`src/rtl/fir_mac_pkg.sv`:
```
// Shared types and arithmetic helpers for the time-shared multi-channel FIR (fir_mac_mch).
// Holds the FSM encoding, the width helpers and the output round/saturate function.
package fir_mac_pkg;

    typedef enum logic [1:0] {
        IDLE = 2'd0,
        MAC  = 2'd1,
        OUT  = 2'd2
    } fir_state_t;

    // Working width of round_sat; every accumulator is sign-extended to this first.
    localparam int MAXW = 128;

    function automatic int acc_width(input int wi, input int wc, input int ntaps);
        return wi + wc + $clog2(ntaps);
    endfunction

    function automatic int ch_width(input int nch);
        return (nch > 1) ? $clog2(nch) : 1;
    endfunction

    // Round half up, arithmetic shift right, then clamp to a signed wo-bit range.
    function automatic logic signed [MAXW-1:0] round_sat(
        input logic signed [MAXW-1:0] acc,
        input int                     shift,
        input int                     wo
    );
        logic signed [MAXW-1:0] r;
        logic signed [MAXW-1:0] maxv;
        logic signed [MAXW-1:0] minv;
        if (shift > 0) begin
            r = acc + (128'sd1 <<< (shift - 1));
        end else begin
            r = acc;
        end
        r    = r >>> shift;
        maxv = (128'sd1 <<< (wo - 1)) - 128'sd1;
        minv = -(128'sd1 <<< (wo - 1));
        if (r > maxv) begin
            r = maxv;
        end else if (r < minv) begin
            r = minv;
        end else begin
            r = r;
        end
        return r;
    endfunction

endpackage

```
`src/rtl/fir_coef_bank.sv`:
```
// Double-buffered coefficient store: shadow bank written at any time, copied to the
// active bank only while the filter is idle so an output in flight sees one set.
module fir_coef_bank
    import fir_mac_pkg::*;
#(
    parameter int NTAPS  = 23,
    parameter int WCOEFF = 16
) (
    input  logic                            clk,
    input  logic                            rst,
    input  logic                            coef_wr,
    input  logic [$clog2(NTAPS)-1:0]        coef_addr,
    input  logic signed [WCOEFF-1:0]        coef_data,
    input  logic                            coef_commit,
    input  logic                            idle,
    input  logic [$clog2(NTAPS)-1:0]        rd_idx,
    output logic signed [WCOEFF-1:0]        rd_coef,
    output logic                            coef_pend
);

    localparam int AW = $clog2(NTAPS);
    localparam logic [AW:0] NT_W = (AW+1)'(NTAPS);

    logic signed [WCOEFF-1:0] shadow_r [NTAPS];
    logic signed [WCOEFF-1:0] active_r [NTAPS];
    logic                     pend_r;
    logic                     addr_ok_s;
    logic                     apply_s;

    // A commit seen while idle applies on the same edge, so a sample accepted then uses it.
    always_comb begin
        addr_ok_s = ({1'b0, coef_addr} < NT_W);
        apply_s   = idle && (pend_r || coef_commit);
    end

    // Shadow writes, shadow-to-active copy and pending flag.
    always_ff @(posedge clk or posedge rst) begin
        if (rst) begin
            for (int k = 0; k < NTAPS; k++) begin
                shadow_r[k] <= {WCOEFF{1'b0}};
                active_r[k] <= {WCOEFF{1'b0}};
            end
            pend_r <= 1'b0;
        end else begin
            if (coef_wr && addr_ok_s) begin
                shadow_r[coef_addr] <= coef_data;
            end
            if (apply_s) begin
                for (int k = 0; k < NTAPS; k++) begin
                    active_r[k] <= shadow_r[k];
                end
                pend_r <= 1'b0;
            end else if (coef_commit) begin
                pend_r <= 1'b1;
            end else begin
                pend_r <= pend_r;
            end
        end
    end

    assign rd_coef   = active_r[rd_idx];
    assign coef_pend = pend_r;

endmodule

```
`src/rtl/fir_mac_mch.sv`:
```
// Multi-channel FIR with one shared multiplier (one MAC per clock) and per-channel delay lines.
// Define FIR_SYM_EN for even-symmetric coefficients with pre-addition (half the MAC cycles).
module fir_mac_mch
    import fir_mac_pkg::*;
#(
    parameter int NTAPS  = 23,
    parameter int NCH    = 2,
    parameter int WI     = 16,
    parameter int WCOEFF = 16,
    parameter int WO     = 16,
    parameter int SHIFT  = 15
) (
    input  logic                          clk,
    input  logic                          rst,
    input  logic signed [WI-1:0]          d_in,
    input  logic [ch_width(NCH)-1:0]      d_in_ch,
    input  logic                          d_in_val,
    output logic                          d_in_rdy,
    output logic signed [WO-1:0]          d_out,
    output logic [ch_width(NCH)-1:0]      d_out_ch,
    output logic                          d_out_val,
    input  logic                          d_out_rdy,
    input  logic                          coef_wr,
    input  logic [$clog2(NTAPS)-1:0]      coef_addr,
    input  logic signed [WCOEFF-1:0]      coef_data,
    input  logic                          coef_commit,
    output logic                          coef_pend
);

    localparam int CW   = ch_width(NCH);
    localparam int IW   = $clog2(NTAPS);
    localparam int ACCW = acc_width(WI, WCOEFF, NTAPS);
`ifdef FIR_SYM_EN
    localparam int MACN = (NTAPS + 1) / 2;
`else
    localparam int MACN = NTAPS;
`endif
    localparam logic [CW:0]   NCH_W    = (CW+1)'(NCH);
    localparam logic [IW-1:0] LAST_IDX = IW'(MACN - 1);

    fir_state_t               state_r;
    logic                     in_rdy_r;
    logic signed [WO-1:0]     d_out_r;
    logic [CW-1:0]            ch_out_r;
    logic                     out_val_r;
    logic signed [ACCW-1:0]   acc_r;
    logic [IW-1:0]            idx_r;
    logic [CW-1:0]            ch_r;
    logic signed [WI-1:0]     dly_r [NCH][NTAPS];

    logic signed [WCOEFF-1:0] coef_s;
    logic signed [WI-1:0]     tap_a_s;
    logic signed [WI:0]       pre_s;
    logic signed [ACCW-1:0]   prod_s;
    logic                     ch_ok_s;
`ifdef FIR_SYM_EN
    logic [IW-1:0]            ridx_s;
`endif

    fir_coef_bank #(
        .NTAPS  (NTAPS),
        .WCOEFF (WCOEFF)
    ) u_coef (
        .clk         (clk),
        .rst         (rst),
        .coef_wr     (coef_wr),
        .coef_addr   (coef_addr),
        .coef_data   (coef_data),
        .coef_commit (coef_commit),
        .idle        (state_r == IDLE),
        .rd_idx      (idx_r),
        .rd_coef     (coef_s),
        .coef_pend   (coef_pend)
    );

    // Tap product for the current MAC index; symmetric mode folds mirrored taps first.
    always_comb begin
        ch_ok_s = ({1'b0, d_in_ch} < NCH_W);
        tap_a_s = dly_r[ch_r][idx_r];
`ifdef FIR_SYM_EN
        ridx_s = IW'(NTAPS - 1) - idx_r;
        if (ridx_s == idx_r) begin
            pre_s = (WI+1)'(tap_a_s);
        end else begin
            pre_s = (WI+1)'(tap_a_s) + (WI+1)'(dly_r[ch_r][ridx_s]);
        end
`else
        pre_s = (WI+1)'(tap_a_s);
`endif
        prod_s = ACCW'(pre_s) * ACCW'(coef_s);
    end

    // Control FSM, delay lines, accumulator and registered output.
    always_ff @(posedge clk or posedge rst) begin
        if (rst) begin
            state_r   <= IDLE;
            in_rdy_r  <= 1'b1;
            d_out_r   <= {WO{1'b0}};
            ch_out_r  <= {CW{1'b0}};
            out_val_r <= 1'b0;
            acc_r     <= {ACCW{1'b0}};
            idx_r     <= {IW{1'b0}};
            ch_r      <= {CW{1'b0}};
            for (int c = 0; c < NCH; c++) begin
                for (int k = 0; k < NTAPS; k++) begin
                    dly_r[c][k] <= {WI{1'b0}};
                end
            end
        end else begin
            case (state_r)
                IDLE: begin
                    if (d_in_val && in_rdy_r && ch_ok_s) begin
                        for (int c = 0; c < NCH; c++) begin
                            if (CW'(c) == d_in_ch) begin
                                dly_r[c][0] <= d_in;
                                for (int k = 1; k < NTAPS; k++) begin
                                    dly_r[c][k] <= dly_r[c][k-1];
                                end
                            end
                        end
                        ch_r     <= d_in_ch;
                        acc_r    <= {ACCW{1'b0}};
                        idx_r    <= {IW{1'b0}};
                        in_rdy_r <= 1'b0;
                        state_r  <= MAC;
                    end
                end
                MAC: begin
                    acc_r <= acc_r + prod_s;
                    idx_r <= idx_r + IW'(1);
                    if (idx_r == LAST_IDX) begin
                        state_r <= OUT;
                    end
                end
                OUT: begin
                    // First OUT cycle captures the result; later cycles wait for the handshake.
                    if (!out_val_r) begin
                        d_out_r   <= WO'(round_sat(MAXW'(acc_r), SHIFT, WO));
                        ch_out_r  <= ch_r;
                        out_val_r <= 1'b1;
                    end else if (d_out_rdy) begin
                        out_val_r <= 1'b0;
                        in_rdy_r  <= 1'b1;
                        state_r   <= IDLE;
                    end
                end
                default: begin
                    state_r   <= IDLE;
                    in_rdy_r  <= 1'b1;
                    out_val_r <= 1'b0;
                end
            endcase
        end
    end

    assign d_in_rdy  = in_rdy_r;
    assign d_out     = d_out_r;
    assign d_out_ch  = ch_out_r;
    assign d_out_val = out_val_r;

endmodule

```
`config.mk`:
```
export PLATFORM = sky130hd
export DESIGN_NAME = fir_mac_mch
export DESIGN_NICKNAME = d
export VERILOG_FILES = /design/src/rtl/fir_mac_pkg.sv /design/src/rtl/fir_coef_bank.sv /design/src/rtl/fir_mac_mch.sv
export SDC_FILE = /design/constraint.sdc
export NUM_CORES = 2
export LEC_CHECK = 0
export BUFFER_PORTS_ARGS = -buffer_cell sky130_fd_sc_hd__buf_4
export CORE_MARGIN = 1.5
export CORE_UTILIZATION = 58
export CTS_CLUSTER_DIAMETER = 60
export DETAILED_ROUTE_END_ITERATION = 10
export GPL_ROUTABILITY_DRIVEN = 1
export GPL_TIMING_DRIVEN = 0
export PLACE_DENSITY = 0.88
export SLEW_MARGIN = 20
export SYNTH_ARGS = -nofsm -noshare
export SYNTH_HDL_FRONTEND = slang
export SYNTH_SLANG_ARGS = --single-unit
```
`constraint.sdc`:
```
create_clock -name clk -period 49.2 [get_ports clk]
set_input_delay 4.92 -clock clk [delete_from_list [all_inputs] [get_ports clk]]
set_output_delay 4.92 -clock clk [all_outputs]
set_load 0.005 [all_outputs]
```
==> results.py <==
metrics = {
    "clock_tree": {
        "h-tree-depth": 4,
        "cts-resized-gates": 0,
        "cts_buffers": 155,
        "clock_sinks": 1537,
        "cts_setup_buffers": 0,
        "cts.clk_slew.worst_paths_ps": 60,
        "clock_latency_ps": 830,
        "clock-root-buffer": "clkbuf_16",
        "cts_max_path_buffers": 3,
        "cts_tree": "built",
        "ctsHoldBuffers": 0,
    },
    "route": {
        "first_pass_iters": 8,
        "wl_per_cell_um": 27.8,
        "antenna_left": 0,
        "drtIter0Drc": 4728,
        "num_vias": 48300,
        "viasPerCell": 6.41,
        "wirelength_um": 210000,
        "drc": 0,
    },
    "logic_synthesis": {
        "syn-num-nets": 5879,
        "synth_seq_cells": 1537,
        "yosys_warnings": 0,
        "synth_edf_count": 0,
        "ys_types": 77,
        "yosys-top-cells-area": "dfrtp_1, mux2_2, fa_1",
        "avgSynthCellArea_um2": 14.5,
        "syn_inst": 5405,
        "synth_area_mm2": 0.0781,
        "yosysSeqAreaShare_pct": 49.2,
        "synth.most_common_cell": "dfrtp_1",
        "synth_area_leader_cell": "dfrtp_1",
        "synthTopCellsByCount": "dfrtp_1, mux2_2, inv_1",
        "synthArstFlopShare_pct": 100,
        "synth_top_flop_cell": "dfrtp_1",
        "synth_top_cell_area_share_pct": 49.2,
    },
    "sta": {
        "setup_viol": 0,
        "max_slew_margin_pct": 14.3,
        "tightest_slew_ps": 1280,
        "hold_viol": 0,
        "fin_crit_ps": 10760,
        "fin_ws_ps": 38440,
        "min_period_over_period_pct": 21.9,
        "max_freq_mhz": 93.0,
        "fin_tns_setup_ps": 0,
        "rsz0062_at_grt": "false",
        "clock_skew_ps": 43.6,
        "final_max_slew_viol_count": 0,
    },
    "die": {
        "dieHeight_um": 370,
        "die-width_um": 370,
        "die_area_mm2": 0.137,
        "core_mm2": 0.134,
        "rows": 134,
        "start_util_pct": 58.5,
        "num_io_pins": 64,
    },
    "power_and_ir_drop": {
        "p_per_area_mw_per_mm2": 56.7,
        "total_power_mw": 4.91,
        "cellLeakagePower_nw": 41.6,
        "vdd_drop_max_mv": 0.0403,
    },
    "setup_path": {
        "slowest_delay_ps": 620,
        "worstSetupEndpointType": "flip-flop",
        "cp_common_cell": "fa_1",
        "crit_slowest_cell": "buf_2",
        "critPathLaunchType": "flip-flop",
        "crit_required_ps": 49900,
        "crit_arrival_ps": 11460,
        "critPathMaxFanout": 10,
        "worstSetupPathType": "reg -> reg",
    },
    "layout": {
        "final_cell_count_no_fill": 7539,
        "syn2layout_area_growth_pct": 10.8,
        "final_nets": 6118,
        "drive_above_1_share_pct": 38.9,
    },
    "run": {
        "drv_cap": 0,
    },
    "global_routing": {
        "grt_usage_pct": 31.3,
        "grt_pass1_wl_um": 322000,
        "grt_pass1_vias": 51600,
        "grt_start_max_net_pins": 112,
        "grt_overflow": 0,
        "antenna_found_initial": 5,
    },
    "placed_design": {
        "dp_hpwl_um": 148000,
        "place_congestion": 0.926,
        "place_inst": 7254,
        "dp_slack_ps": 38820,
        "port_buffers": 63,
    },
    "hold_path": {
        "hold_class": "reg -> reg",
    },
    "run_status": {
        "status": "completed",
    },
}
## metrics by stage
step	util [%]	area, µm²	hold slack [ps]
6_report	64.8	86600	482
3_3_place_gp	60.5	80800	463
3_5_place_dp	60.8	81300	482
5_1_grt	64.8	86500	514
4_1_cts	64.7	86500	494
2_1_floorplan	-	78100	456
## cell usage in the layout (no fill, tap or decap), types with 71 or more instances in the layout
| cell type | synthesis | routed |
|---|---|---|
| ha_1 | 111 | 111 |
| nand2_1 | 158 | 158 |
| clkbuf_16 | 0 | 158 |
| mux4_2 | 271 | 271 |
| buf_4 | 23 | 86 |
| o21ai_0 | 71 | 71 |
| dfrtp_1 | 1536 | 1536 |
| mux2i_1 | 114 | 114 |
| inv_1 | 348 | 346 |
| fa_1 | 319 | 319 |
| nor2_1 | 166 | 166 |
| a21oi_1 | 82 | 82 |
| mux2_2 | 1474 | 1474 |
| clkbuf_1 | 212 | 247 |
## state kept, by name, indices dropped and copies added (netlist names)
register,cells
acc_r,37
ch_r,1
d_in_rdy,1
d_out,16
d_out_ch,1
d_out_val,1
dly_r,736
idx_r,5
state_r,2
u_coef.active_r,368
u_coef.coef_pend,1
u_coef.shadow_r,368
## worst max-delay path, delay by kind of cell, from the launching register on
family | cells | cell delay, ps
simple gates | 4 | 920
buf+inv | 10 | 2840
flops | 1 | 370
compound gates | 9 | 2650
mux | 1 | 370
fa+ha+maj | 7 | 3460
## cell families (layout without fill, tap and decap cells)
kind of cell             after synthesis  after routing  share of synthesized area (%)
other                                  0              3                              0
AND/OR/NAND/NOR                      520            520                           3.12
AO/OA/AOI/OAI                        323            323                           2.70
buffers and inverters                680           1043                           3.76
multiplexers                        1862           1862                           30.6
XOR/XNOR                              52             52                          0.583
adder cells (fa/ha/maj)              431            431                           9.97
flip-flops                          1537           1537                           49.2
## final cells by class
cell class / instances / area, µm²
Fill cell: 8668 / 47100
Inverter: 351 / 1330
Tap cell: 1768 / 2210
Clock inverter: 50 / 653
Sequential cell: 1537 / 38500
Timing Repair Buffer: 82 / 951
Antenna cell: 3 / 7.51
Multi-Input combinational cell: 3188 / 36700
Clock buffer: 231 / 4590
Buffer: 329 / 1620
## path summary, 6_finish.rpt
path	from	end	slack, ps	depth (start not counted)
max	idx_r[1]	acc_r[36]	38440	31
min	u_coef.shadow_r[21]	u_coef.active_r[21]	480	1
max reg2reg	idx_r[1]	acc_r[36]	38440	31
min reg2reg	u_coef.shadow_r[21]	u_coef.active_r[21]	480	1
max in group asynchronous	rst	dly_r[732]	41980	8
min in group asynchronous	rst	acc_r[34]	4120	2
## report_power, final
part	leakage [nW]	switching [mW]	internal, mW	total, mW
Clock	2.59	0.525	0.691	1.22
Combinational	18.4	1.17	0.830	2.00
Sequential	20.6	0.177	1.51	1.69
## layer usage
metal	vias to the layer above	GRT usage [%]	wire (µm)
met5	-	0	36
met4	6	17.0	11900
met3	648	7.86	18500
met2	2502	49.3	99700
met1	25600	40.1	79500
li1	19600	-	-
Power figures use the tool's default switching activity.
